**src/rtl/sar_pkg.sv**
```systemverilog
// ---------------------------------------------------------------------------
// sar_pkg
// Shared definitions for the successive-approximation search controller:
// the controller state encoding and the legal range of the trial width.
// ---------------------------------------------------------------------------
package sar_pkg;

   // Controller is either waiting for a request or walking the bits
   typedef enum logic {
      IDLE  = 1'b0,
      PROBE = 1'b1
   } sar_state_t;

   localparam int WIDTH_MIN     = 2;
   localparam int WIDTH_MAX     = 32;
   localparam int WIDTH_DEFAULT = 8;

endpackage : sar_pkg

```
**src/rtl/sar_search_if.sv**
```systemverilog
// ---------------------------------------------------------------------------
// sar_search_if
// Bundles the client request/response signals and the comparator link of
// the search controller.
//   i_start   : client requests a new search
//   i_greater : comparator verdict, target > trial
//   i_less    : comparator verdict, target < trial
//   o_trial   : word presented to the comparator b input
//   o_busy    : search in progress
//   o_done    : one-cycle pulse, o_result is valid
//   o_err     : one-cycle pulse, contradictory verdict aborted the search
//   o_result  : recovered value, held until the next done
// Modport master is the controller side; slave is the client/comparator side.
// ---------------------------------------------------------------------------
interface sar_search_if
   import sar_pkg::*;
#(
   parameter int WIDTH = WIDTH_DEFAULT
) ();

   logic             i_start;
   logic             i_greater;
   logic             i_less;
   logic [WIDTH-1:0] o_trial;
   logic             o_busy;
   logic             o_done;
   logic             o_err;
   logic [WIDTH-1:0] o_result;

   modport master (
      input  i_start,
      input  i_greater,
      input  i_less,
      output o_trial,
      output o_busy,
      output o_done,
      output o_err,
      output o_result
   );

   modport slave (
      output i_start,
      output i_greater,
      output i_less,
      input  o_trial,
      input  o_busy,
      input  o_done,
      input  o_err,
      input  o_result
   );

endinterface : sar_search_if

```
**src/rtl/sar_search.sv**
```systemverilog
// ---------------------------------------------------------------------------
// sar_search
// Successive-approximation search controller. Drives a trial word into an
// external magnitude comparator, samples its greater/less verdict each
// cycle and converges on the hidden operand in at most WIDTH probes.
// Ports:
//   clk : rising-edge clock
//   rst : asynchronous active-high reset, clears all state immediately
//   bus : sar_search_if.master (start, greater, less, trial, busy, done,
//         err, result)
// The WIDTH parameter must match the WIDTH of the connected interface.
// ---------------------------------------------------------------------------
module sar_search
   import sar_pkg::*;
#(
   parameter int WIDTH = WIDTH_DEFAULT
) (
   input  logic         clk,
   input  logic         rst,
   sar_search_if.master bus
);

   localparam int IDXW = $clog2(WIDTH);

   if (WIDTH < WIDTH_MIN || WIDTH > WIDTH_MAX) begin : g_widthCheck
      $error("sar_search: WIDTH out of legal range");
   end

   sar_state_t       r_state;
   logic [WIDTH-1:0] r_trial;
   logic [IDXW-1:0]  r_idx;
   logic [WIDTH-1:0] r_result;
   logic             r_done;
   logic             r_err;

   sar_state_t       w_stateNext;
   logic [WIDTH-1:0] w_trialNext;
   logic [IDXW-1:0]  w_idxNext;
   logic [WIDTH-1:0] w_resultNext;
   logic             w_doneNext;
   logic             w_errNext;
   logic [WIDTH-1:0] w_probe;

   // Next-state logic. Each probe decides the bit under test (r_idx):
   // a "less" verdict means the trial overshot so that bit is cleared,
   // "greater" means it stays set. The next lower bit is then raised for
   // the following probe. An equal verdict ends the search early, and a
   // contradictory verdict (both high) aborts with trial cleared.
   always_comb begin
      w_stateNext  = r_state;
      w_trialNext  = r_trial;
      w_idxNext    = r_idx;
      w_resultNext = r_result;
      w_doneNext   = 1'b0;
      w_errNext    = 1'b0;
      w_probe      = r_trial;

      case (r_state)
         IDLE: begin
            if (bus.i_start) begin
               w_stateNext           = PROBE;
               w_trialNext           = '0;
               w_trialNext[WIDTH-1]  = 1'b1;
               w_idxNext             = IDXW'(WIDTH - 1);
            end
         end

         PROBE: begin
            if (bus.i_greater && bus.i_less) begin
               w_errNext   = 1'b1;
               w_trialNext = '0;
               w_stateNext = IDLE;
            end else if (!bus.i_greater && !bus.i_less) begin
               w_resultNext = r_trial;
               w_doneNext   = 1'b1;
               w_stateNext  = IDLE;
            end else begin
               if (bus.i_less) begin
                  w_probe[r_idx] = 1'b0;
               end
               if (r_idx == '0) begin
                  w_resultNext = w_probe;
                  w_doneNext   = 1'b1;
                  w_stateNext  = IDLE;
               end else begin
                  w_trialNext                      = w_probe;
                  w_trialNext[r_idx - IDXW'(1)]    = 1'b1;
                  w_idxNext                        = r_idx - IDXW'(1);
               end
            end
         end

         default: begin
            w_stateNext = IDLE;
         end
      endcase
   end

   // State and output registers; reset clears everything at once so an
   // aborted search never produces a done or err pulse.
   always_ff @(posedge clk or posedge rst) begin
      if (rst) begin
         r_state  <= IDLE;
         r_trial  <= '0;
         r_idx    <= '0;
         r_result <= '0;
         r_done   <= 1'b0;
         r_err    <= 1'b0;
      end else begin
         r_state  <= w_stateNext;
         r_trial  <= w_trialNext;
         r_idx    <= w_idxNext;
         r_result <= w_resultNext;
         r_done   <= w_doneNext;
         r_err    <= w_errNext;
      end
   end

   assign bus.o_trial  = r_trial;
   assign bus.o_busy   = (r_state == PROBE);
   assign bus.o_done   = r_done;
   assign bus.o_err    = r_err;
   assign bus.o_result = r_result;

endmodule : sar_search

```
**src/flat_wrapper.sv**
```systemverilog
// flat-port wrapper written by rule: the top's interface ports become plain ports
module sar_search_flat import sar_pkg::*;
#(
   parameter int WIDTH = WIDTH_DEFAULT
)
  (clk, rst, bus_i_start, bus_i_greater, bus_i_less, bus_o_trial, bus_o_busy, bus_o_done, bus_o_err, bus_o_result);
  sar_search_if #(.WIDTH(WIDTH)) bus_i ();
  input  logic clk;
  input  logic rst;
  input wire logic [$bits(bus_i.i_start)-1:0] bus_i_start;
  input wire logic [$bits(bus_i.i_greater)-1:0] bus_i_greater;
  input wire logic [$bits(bus_i.i_less)-1:0] bus_i_less;
  output wire logic [$bits(bus_i.o_trial)-1:0] bus_o_trial;
  output wire logic [$bits(bus_i.o_busy)-1:0] bus_o_busy;
  output wire logic [$bits(bus_i.o_done)-1:0] bus_o_done;
  output wire logic [$bits(bus_i.o_err)-1:0] bus_o_err;
  output wire logic [$bits(bus_i.o_result)-1:0] bus_o_result;
  assign bus_i.i_start = bus_i_start;
  assign bus_i.i_greater = bus_i_greater;
  assign bus_i.i_less = bus_i_less;
  assign bus_o_trial = bus_i.o_trial;
  assign bus_o_busy = bus_i.o_busy;
  assign bus_o_done = bus_i.o_done;
  assign bus_o_err = bus_i.o_err;
  assign bus_o_result = bus_i.o_result;
  sar_search #(.WIDTH(WIDTH)) u_core (.clk(clk), .rst(rst), .bus(bus_i));
endmodule
```
**config.mk**
```make
export PLATFORM = sky130hd
export DESIGN_NAME = sar_search_flat
export DESIGN_NICKNAME = d
export VERILOG_FILES = /design/src/rtl/sar_pkg.sv /design/src/rtl/sar_search_if.sv /design/src/rtl/sar_search.sv /design/src/flat_wrapper.sv
export SDC_FILE = /design/constraint.sdc
export NUM_CORES = 1
export LEC_CHECK = 0
export CAP_MARGIN = 40
export CORE_UTILIZATION = 35
export DETAILED_ROUTE_END_ITERATION = 7
export GPL_TIMING_DRIVEN = 0
export PLACE_DENSITY = 0.65
export SYNTH_ARGS = -nofsm -noshare
export SYNTH_HDL_FRONTEND = slang
export SYNTH_SLANG_ARGS = --single-unit
```
**constraint.sdc**
```tcl
create_clock -name clk -period 2 [get_ports clk]
set_input_delay 0.4 -clock clk [delete_from_list [all_inputs] [get_ports clk]]
set_output_delay 0.4 -clock clk [all_outputs]
set_load 0.01 [all_outputs]
```
==> out/metrics.yaml, run 1 <==
min_path:
  min_path_cells: 2
  hp-class: "reg2reg"
timing:
  worst_slack_ns: 0.116
  fmax_ghz: 0.531
  fin_crit_ns: 1.88
  skew_ns: 0.00919
  period_share_pct: 94.2
  slew_violations: 0
  finalSetupTns_ns: 0
  setup_viol: 0
  slew_headroom_pct: 46.3
  tightest_slew_ns: 0.805
  finalHoldViolations: 0
  whs_ns: 0.519
  grt_setup_unrepaired: "false"
clock_network:
  path_clk_slew_ns: 0.13
  cts_made_buffers: 3
  htreeDepth: 1
  cts-hold-fix-buffers: 0
  clock_path_buffers: 2
  root_buffer: "clkbuf_4"
  clk_latency_ns: 0.31
  clock_sinks: 22
  cts_tree: "yes"
yosys:
  synth-edff-count: 0
  synth_commonest_cells: "22 x dfrtp_1, 20 x o21ai_0, 11 x o31ai_1"
  syn_nets: 102
  synth_cell_type_count: 23
  synth_most_common_cell: "dfrtp_1"
  synth_xor_xnor_area_share_pct: 2.46
  netlist_instances: 95
  synth-seq-cells: 22
  synthFlopType: "dfrtp_1"
  synth.area.top_cells: "dfrtp_1 52%, o21ai_0 9.4%, o31ai_1 7.7%"
  synth-adder-area-share_pct: 3.63
  yosys_warnings: 0
  synth.area.mux_share_pct: 2.11
  yosysSeqAreaShare_pct: 51.5
  yosysTopAreaCellShare_pct: 51.5
  async_reset_ff_share_pct: 100
  synth_area_leader_cell: "dfrtp_1"
  synth_top_family_by_area: "compound AO/OA/AOI/OAI gates"
  syn_area_um2: 1070
  avgSynthCellArea_um2: 11.2
  yosys.area_share.simple_pct: 7.03
  synth-compound-area-share_pct: 28.5
placed_design:
  dp_hpwl_um: 1710
  place_congestion: 0.771
  dpl_cell_area_um2: 1340
  dp_worst_setup_slack_ns: -0.00427
  place_inst: 149
  portBuffers: 23
die:
  row_count: 19
  io_pins: 24
  fp.dieW_um: 57.3
  start_util_pct: 37.8
  core-area_um2: 2830
  die_area_um2: 3280
  die_height_um: 57.3
routing:
  drc: 2
  drtPass1Iterations: 6
  routed_wl_um: 2280
  vias: 846
  wl_per_cell_um: 14.9
  dr.first_iter.drc_count: 11
  avgViaCountPerCell: 5.53
  ant_nets: 0
power:
  p_per_area_nw_per_um2: 1260
  power_mw: 1.75
  peakVddDrop_mv: 0.491
  power.leakage_nw: 0.610
outcome:
  run_status: "complete, but fails checks"
  violations: "DRC"
grt:
  grt_pass1_wl_um: 3960
  antenna_found_initial: 0
  grt_pass1_vias: 827
  grt_overflow: 0
  grt_max_degree: 23
  grt_usage_pct: 15.7
worst_setup_path:
  ff2ff_path_depth: 7
  worstPathArrival_ns: 2.14
  crit_path_start_kind: "register"
  worstPathRequired_ns: 2.26
  cp_max_fo: 10
  path_class: "reg2reg"
  end_kind: "register"
finish:
  design_area_um2: 1390
  seq_area_um2: 551
  fill_cells: 260
  drive_gt1_share_pct: 16.4
  multi_input_area_um2: 467
  num_antenna_cells: 0
  area_growth_pct: 30.1
  layout.cells.non_filler: 153
  finalNetCount: 130
  utilization_pct: 49.1
flow_run:
  maxCapViolations: 0
[path summary, 6_finish.rpt]
check | start | end | slack (ns)
worst max register to register | u_core.r_idx[0] | u_core.bus.o_trial[7] | 0.12
worst max-delay path | u_core.r_idx[0] | u_core.bus.o_trial[7] | 0.12
min in group asynchronous | rst | u_core.bus.o_done | 0.53
worst min-delay path | u_core.bus.o_result[2] | u_core.bus.o_result[2] | 0.52
worst min register to register | u_core.bus.o_result[2] | u_core.bus.o_result[2] | 0.52
max in group asynchronous | rst | u_core.r_idx[1] | 0.97
[cells in the final DEF (no fill, tap or decap), types with 2 or more instances in the layout]
| cell | count |
|---|---|
| clkbuf_4 | 3 |
| and3_1 | 2 |
| a22o_2 | 8 |
| clkdlybuf4s50_1 | 23 |
| nand2_1 | 5 |
| buf_6 | 2 |
| xor2_1 | 2 |
| ha_1 | 2 |
| dfrtp_1 | 22 |
| o31ai_1 | 11 |
| inv_1 | 3 |
| a2bb2oi_1 | 2 |
| o21ai_0 | 20 |
| nand2b_1 | 3 |
| buf_2 | 2 |
[critical path, stage by stage, from the launching register on]
cell and delay, ns:
dfrtp_1 0.42, buf_2 0.19, inv_2 0.09, ha_1 0.19, nand2b_4 0.06, maj3_4 0.38
mux2i_4 0.29, a22o_2 0.20
[kinds of logic after synthesis]
logic type                 count (synthesis)
AOI/OAI and AO/OA                         44
DFF                                       22
and+or+nand+nor                           13
buffers and inverters                      9
xor gates and xnor gates                   3
adders and majority gates                  3
muxes                                      1
[routing by layer]
metal  track usage [%]  up-vias  share of wire, %
met5                 0        -                 0
met4              4.18        0               1.2
met3              2.72        5               4.1
met2              26.2       27                46
met1              21.3      402                48
li1                  -      412                 -
[registers in the layout (all words and copies together), names as in the netlist]
signal	count
u_core.bus.o_result	8
u_core.bus.o_trial	8
u_core.r_idx	3
u_core.bus.o_busy	1
u_core.bus.o_done	1
u_core.bus.o_err	1
[final cells by class]
| cell class | count | share of cell area, % |
|---|---|---|
| plain buffers | 5 | 2.61 |
| repair buffers | 23 | 16.6 |
| clock buffers | 3 | 1.62 |
| multi-input cells | 64 | 33.6 |
| clock inverters | 1 | 2.16 |
| flip-flops and latches | 22 | 39.6 |
| inverters | 4 | 1.08 |
| well taps | 31 | 2.79 |
[repair_timing]
action	in CTS	in global routing
gates resized for setup	0	1
endpoints found under the setup margin	0	7
buffers inserted	0	0
[where the power goes]
group          total, mW  switching (mW)  internal (mW)
Sequential         0.640          0.0802          0.560
Clock              0.344           0.141          0.203
Combinational      0.761           0.388          0.373
No activity file was read; power rests on OpenSTA's default activity.
==> run 2, diff against run 1 <==
- CELL_PAD_IN_SITES_DETAIL_PLACEMENT: default -> 1
- CELL_PAD_IN_SITES_GLOBAL_PLACEMENT: default -> 1
- PLACE_DENSITY: 0.65 -> 0.78
- SLEW_MARGIN: default -> 20
==> out/metrics.yaml, run 2 (synthesized netlist as in run 1, its figures left out) <==
outcome:
  run_status: "complete, but fails checks"
  violations: "DRC"
grt:
  grt_max_degree: 16
  grt_usage_pct: 17.5
  grt_overflow: 0
  grt_pass1_vias: 938
  antenna_found_initial: 0
  grt_pass1_wl_um: 4350
clock_network:
  cts_made_buffers: 3
  root_buffer: "clkbuf_4"
  path_clk_slew_ns: 0.13
  clock_sinks: 22
  clock_path_buffers: 2
  cts_tree: "yes"
  clk_latency_ns: 0.31
  cts-hold-fix-buffers: 0
  htreeDepth: 1
die:
  core-area_um2: 2830
  fp.dieW_um: 57.3
  die_height_um: 57.3
  die_area_um2: 3280
  row_count: 19
  io_pins: 24
  start_util_pct: 37.8
worst_setup_path:
  crit_chain: "buf_2 > inv_1 > ha_2 > nand2b_4 > maj3_4 > mux2i_4 > a22o_2"
  path_class: "reg2reg"
  cp-endpoint: "u_core.bus.o_trial[1]"
  setup.worst_path.start: "u_core.r_idx[0]"
  worstPathArrival_ns: 2.17
  cpPeakStageDelay_ns: 0.40
  ff2ff_path_depth: 7
  timing.rr.end: "u_core.bus.o_trial[1]"
  r2r_start: "u_core.r_idx[0]"
  slowest_stage: "dfrtp_1"
  crit_path_start_kind: "register"
  reg2reg_slack_ns: 0.09
  worstPathRequired_ns: 2.26
  cp_max_fo: 10
  end_kind: "register"
timing:
  period_share_pct: 95.7
  setup_viol: 0
  slew_headroom_pct: 76.6
  slew_violations: 0
  finalSetupTns_ns: 0
  finalHoldViolations: 0
  fmax_ghz: 0.523
  skew_ns: 0.00710
  fin_crit_ns: 1.91
  grt_setup_unrepaired: "false"
  tightest_slew_ns: 0.348
finish:
  fill_cells: 323
  most-common-layout-cells: "23 x clkdlybuf4s50_1, 22 x dfrtp_1, 20 x o21ai_0, 11 x o31ai_1, 8 x a22o_2"
  layout.cells.non_filler: 154
  drive_gt1_share_pct: 17.9
  finalNetCount: 131
  area_growth_pct: 30.9
  design_area_um2: 1400
  num_antenna_cells: 0
  utilization_pct: 49.4
  final_common_cell: "clkdlybuf4s50_1"
power:
  power_mw: 1.69
  swShare_pct: 37.4
  p_comb_share_pct: 47.2
  p_per_area_nw_per_um2: 1210
  clockPowerShare_pct: 14.9
  peakVddDrop_mv: 0.459
  power_frac_seq_pct: 37.9
  power.leakage_nw: 0.617
  power.internal_mw: 1.06
  power_switching_mw: 0.633
routing:
  routed_wl_um: 2550
  vias: 854
  dr.first_iter.drc_count: 25
  avgViaCountPerCell: 5.55
  drc: 7
  wl_per_cell_um: 16.5
  ant_nets: 0
  drtPass1Iterations: 8
min_path:
  hp-class: "in2async"
placed_design:
  place_inst: 150
  portBuffers: 23
  place_congestion: 0.828
  dpl_cell_area_um2: 1350
  dp_hpwl_um: 1970
flow_run:
  maxCapViolations: 0
## run 2: cell count changes in the layout (fill, tap and decap cells not counted)
cell and change:
buf_8 +1, bufinv_16 -1, clkbuf_8 +1, ha_1 -1
ha_2 +1, inv_1 +1, inv_2 -1, xnor2_1 -1
xnor2_2 +1
## run 2: worst min path at each step
| stage | depth (start not counted) | slack [ns] | endpoint | from |
|---|---|---|---|---|
| floorplan | 1 | 0.39 | u_core.bus.o_busy | rst |
| global placement | 2 | 0.49 | u_core.bus.o_result[3] | u_core.bus.o_result[3] |
| detailed placement | 2 | 0.50 | u_core.bus.o_result[0] | u_core.bus.o_result[0] |
| CTS | 2 | 0.35 | u_core.bus.o_trial[2] | rst |
| global route | 2 | 0.36 | u_core.bus.o_err | rst |
| finish | 2 | 0.34 | u_core.bus.o_trial[2] | rst |
## run 2: final cells by class
class / count / area [µm²] / share of cell area, %
sequential: 22 / 551 / 39.4
multi-input combinational: 64 / 477 / 34.1
timing repair buffer: 24 / 245 / 17.5
tap: 31 / 38.8 / 2.77
clock buffer: 4 / 36.3 / 2.59
buffer: 5 / 36.3 / 2.59
inverter: 4 / 15.0 / 1.07
## run 2: worst max-delay path, delay by kind of cell (launching register included)
| family | cells | cell delay (ns) |
|---|---|---|
| adder cells (fa/ha/maj) | 2 | 0.59 |
| flip-flops | 1 | 0.40 |
| buffers and inverters | 2 | 0.30 |
| multiplexers | 1 | 0.30 |
| AO/OA/AOI/OAI | 1 | 0.21 |
| AND/OR/NAND/NOR | 1 | 0.06 |
## run 2: repair_timing
| item | in CTS | in global routing |
|---|---|---|
| setup endpoints to repair | 0 | 6 |
| resized for setup | 0 | 2 |
| buffers inserted | 0 | 0 |
| endpoints found under the hold margin | 0 | 0 |
## run 2: per-layer routing
layer / vias to the layer above / share of wire [%] / track usage (%)
met5: - / 0 / 0
met3: 2 / 2.8 / 2.04
met1: 421 / 47 / 23.0
li1: 410 / - / -
met2: 21 / 50 / 29.9
met4: 0 / 0.31 / 6.27
## run 2: per-stage QoR
stage               worst slack (ns)  hold WS (ns)
floorplan                      0.283         0.389
global placement              0.0266         0.492
detailed placement           -0.0296         0.500
CTS                           0.0784         0.352
global route                  0.0118         0.364
finish                        0.0866         0.340
## run 2: power by group through the flow
stage / Clock, mW / Sequential, mW / Combinational, mW
after global routing: 0.277 / 0.659 / 0.869
final: 0.252 / 0.640 / 0.798
after detailed placement: 0 / 0.651 / 0.785
after floorplan: 0 / 0.683 / 0.409
after CTS: 0.260 / 0.642 / 0.788
after global placement: 0 / 0.644 / 0.751
==> edit: new RTL, settings of run 1 <==
`WIDTH_DEFAULT`: 8 -> 4.
--- a/src/rtl/sar_pkg.sv
+++ b/src/rtl/sar_pkg.sv
@@ -14,5 +14,5 @@
    localparam int WIDTH_MIN     = 2;
    localparam int WIDTH_MAX     = 32;
-   localparam int WIDTH_DEFAULT = 8;
+   localparam int WIDTH_DEFAULT = 4;
 
 endpackage : sar_pkg
Interface: changed (resized bus_o_result and bus_o_trial); port bits go from 24 to 16. The function was not compared with the original's and may differ.
==> edit against run 1 <==
Worst setup slack better by 0.039 ns; cell area down 31%; power down 33%; count of clock-buffer cells in the layout up 1; sequential share of layout area down 5.9 points; wire length down 38%; synthesized area down 28%; sequential cell count down 9; critical path type is now flip-flop to output port; critical endpoint is now bus_o_busy.
==> edit: results (changes against run 1) <==
<table>
<tr><th>Metric</th><th>Value</th></tr>
<tr><th colspan="2">Place</th></tr>
<tr><td>Final weighted congestion in routability-driven placement</td><td>0.735 (-4.6%)</td></tr>
<tr><th colspan="2">Finish</th></tr>
<tr><td>Fraction of layout instances using a drive strength above 1</td><td>15.7% (-0.73 points)</td></tr>
<tr><td>Total number of nets in the final design</td><td>97 (-25%)</td></tr>
<tr><th colspan="2">Worst hold path</th></tr>
<tr><td>Tightest Hold Check Type</td><td>input pin to async pin</td></tr>
<tr><th colspan="2">Global route</th></tr>
<tr><td>Grt met3 use</td><td>1.87% (-0.85 points)</td></tr>
<tr><td>GRT Total Usage</td><td>14.1% (-1.6 points)</td></tr>
<tr><td>Maximum number of pins on one net before global-route repair</td><td>14 (-39%)</td></tr>
<tr><td>Vias in the first global route</td><td>551 (-33%)</td></tr>
<tr><td>Met2 usage</td><td>23.4% (-2.8 points)</td></tr>
<tr><td>First-pass GRT wire length</td><td>2.59 mm (-34%)</td></tr>
<tr><th colspan="2">Logic synthesis</th></tr>
<tr><td>Synthesized instance count</td><td>65 (-32%)</td></tr>
<tr><td>Post-synthesis compound-gate area fraction</td><td>21.7% (-6.7 points)</td></tr>
<tr><td>Post-synthesis share of cell area spent on full adders, half adders and majority gates</td><td>13.1% (+9.4 points)</td></tr>
<tr><td>Multiplexer area fraction after synthesis</td><td>7.84% (+5.7 points)</td></tr>
<tr><td>Synth top cells by count</td><td>sky130_fd_sc_hd__dfrtp_1, sky130_fd_sc_hd__ha_1, sky130_fd_sc_hd__inv_1</td></tr>
<tr><td>Post-synthesis xor/xnor area fraction</td><td>1.14% (-1.3 points)</td></tr>
<tr><th colspan="2">Detailed routing</th></tr>
<tr><td>DRT Wirelength</td><td>1.43 mm (-38%)</td></tr>
<tr><th colspan="2">Worst setup path</th></tr>
<tr><td>Worst setup slack for register-to-register paths</td><td>0.20 ns (+0.08 ns)</td></tr>
<tr><td>Longest individual stage delay on the worst path</td><td>0.61 ns (+0.19 ns)</td></tr>
<tr><td>Capturing instance or port of the critical path</td><td>bus_o_busy</td></tr>
<tr><td>R2r endpoint</td><td>u_core.bus.o_result[0]</td></tr>
<tr><td>Critical-path top delay cell</td><td>sky130_fd_sc_hd__clkdlybuf4s50_1</td></tr>
<tr><td>Worst r2r path cells</td><td>5 (-2)</td></tr>
<tr><th colspan="2">Power and ir drop</th></tr>
<tr><td>Worst IR drop on VDD</td><td>0.000610 V (+24%)</td></tr>
<tr><td>Leakage power total</td><td>0.450 nW (-26%)</td></tr>
<tr><th colspan="2">Outcome</th></tr>
<tr><td>Status</td><td>finished clean</td></tr>
<tr><th colspan="2">STA</th></tr>
<tr><td>Worst slew margin relative to its limit</td><td>67.3% (+21 points)</td></tr>
</table>
-- edit: cell count changes after synthesis, sizes merged, moves of 5 or more --
| cell | before | now |
|---|---|---|
| o21ai | 20 | 4 |
| o31ai | 11 | 0 |
| dfrtp | 22 | 13 |
| a22o | 8 | 0 |
| ha | 2 | 8 |
| a21boi | 0 | 5 |
| nand2 | 5 | 0 |
-- edit: cell type report --
cell class | count | area, um^2
multi-input cells | 44 | 403
repair buffers | 14 | 140
inverters | 6 | 22.5
well taps | 27 | 33.8
clock buffers | 4 | 26.3
plain buffers | 2 | 15.0
flip-flops and latches | 13 | 325
fillers | 198 | 1040
-- edit: per-stage QoR --
stage | worst slack (ns) | cell area (um^2)
2_1_floorplan | 0.386 | 766
3_3_place_gp | 0.228 | 940
3_5_place_dp | 0.185 | 940
4_1_cts | 0.140 | 966
5_1_grt | 0.0522 | 966
6_report | 0.155 | 966
-- edit: power by group --
group,switching (mW),internal [mW]
clock,0.0905,0.0774
combinational,0.228,0.323
sequential,0.101,0.357
total,0.419,0.758
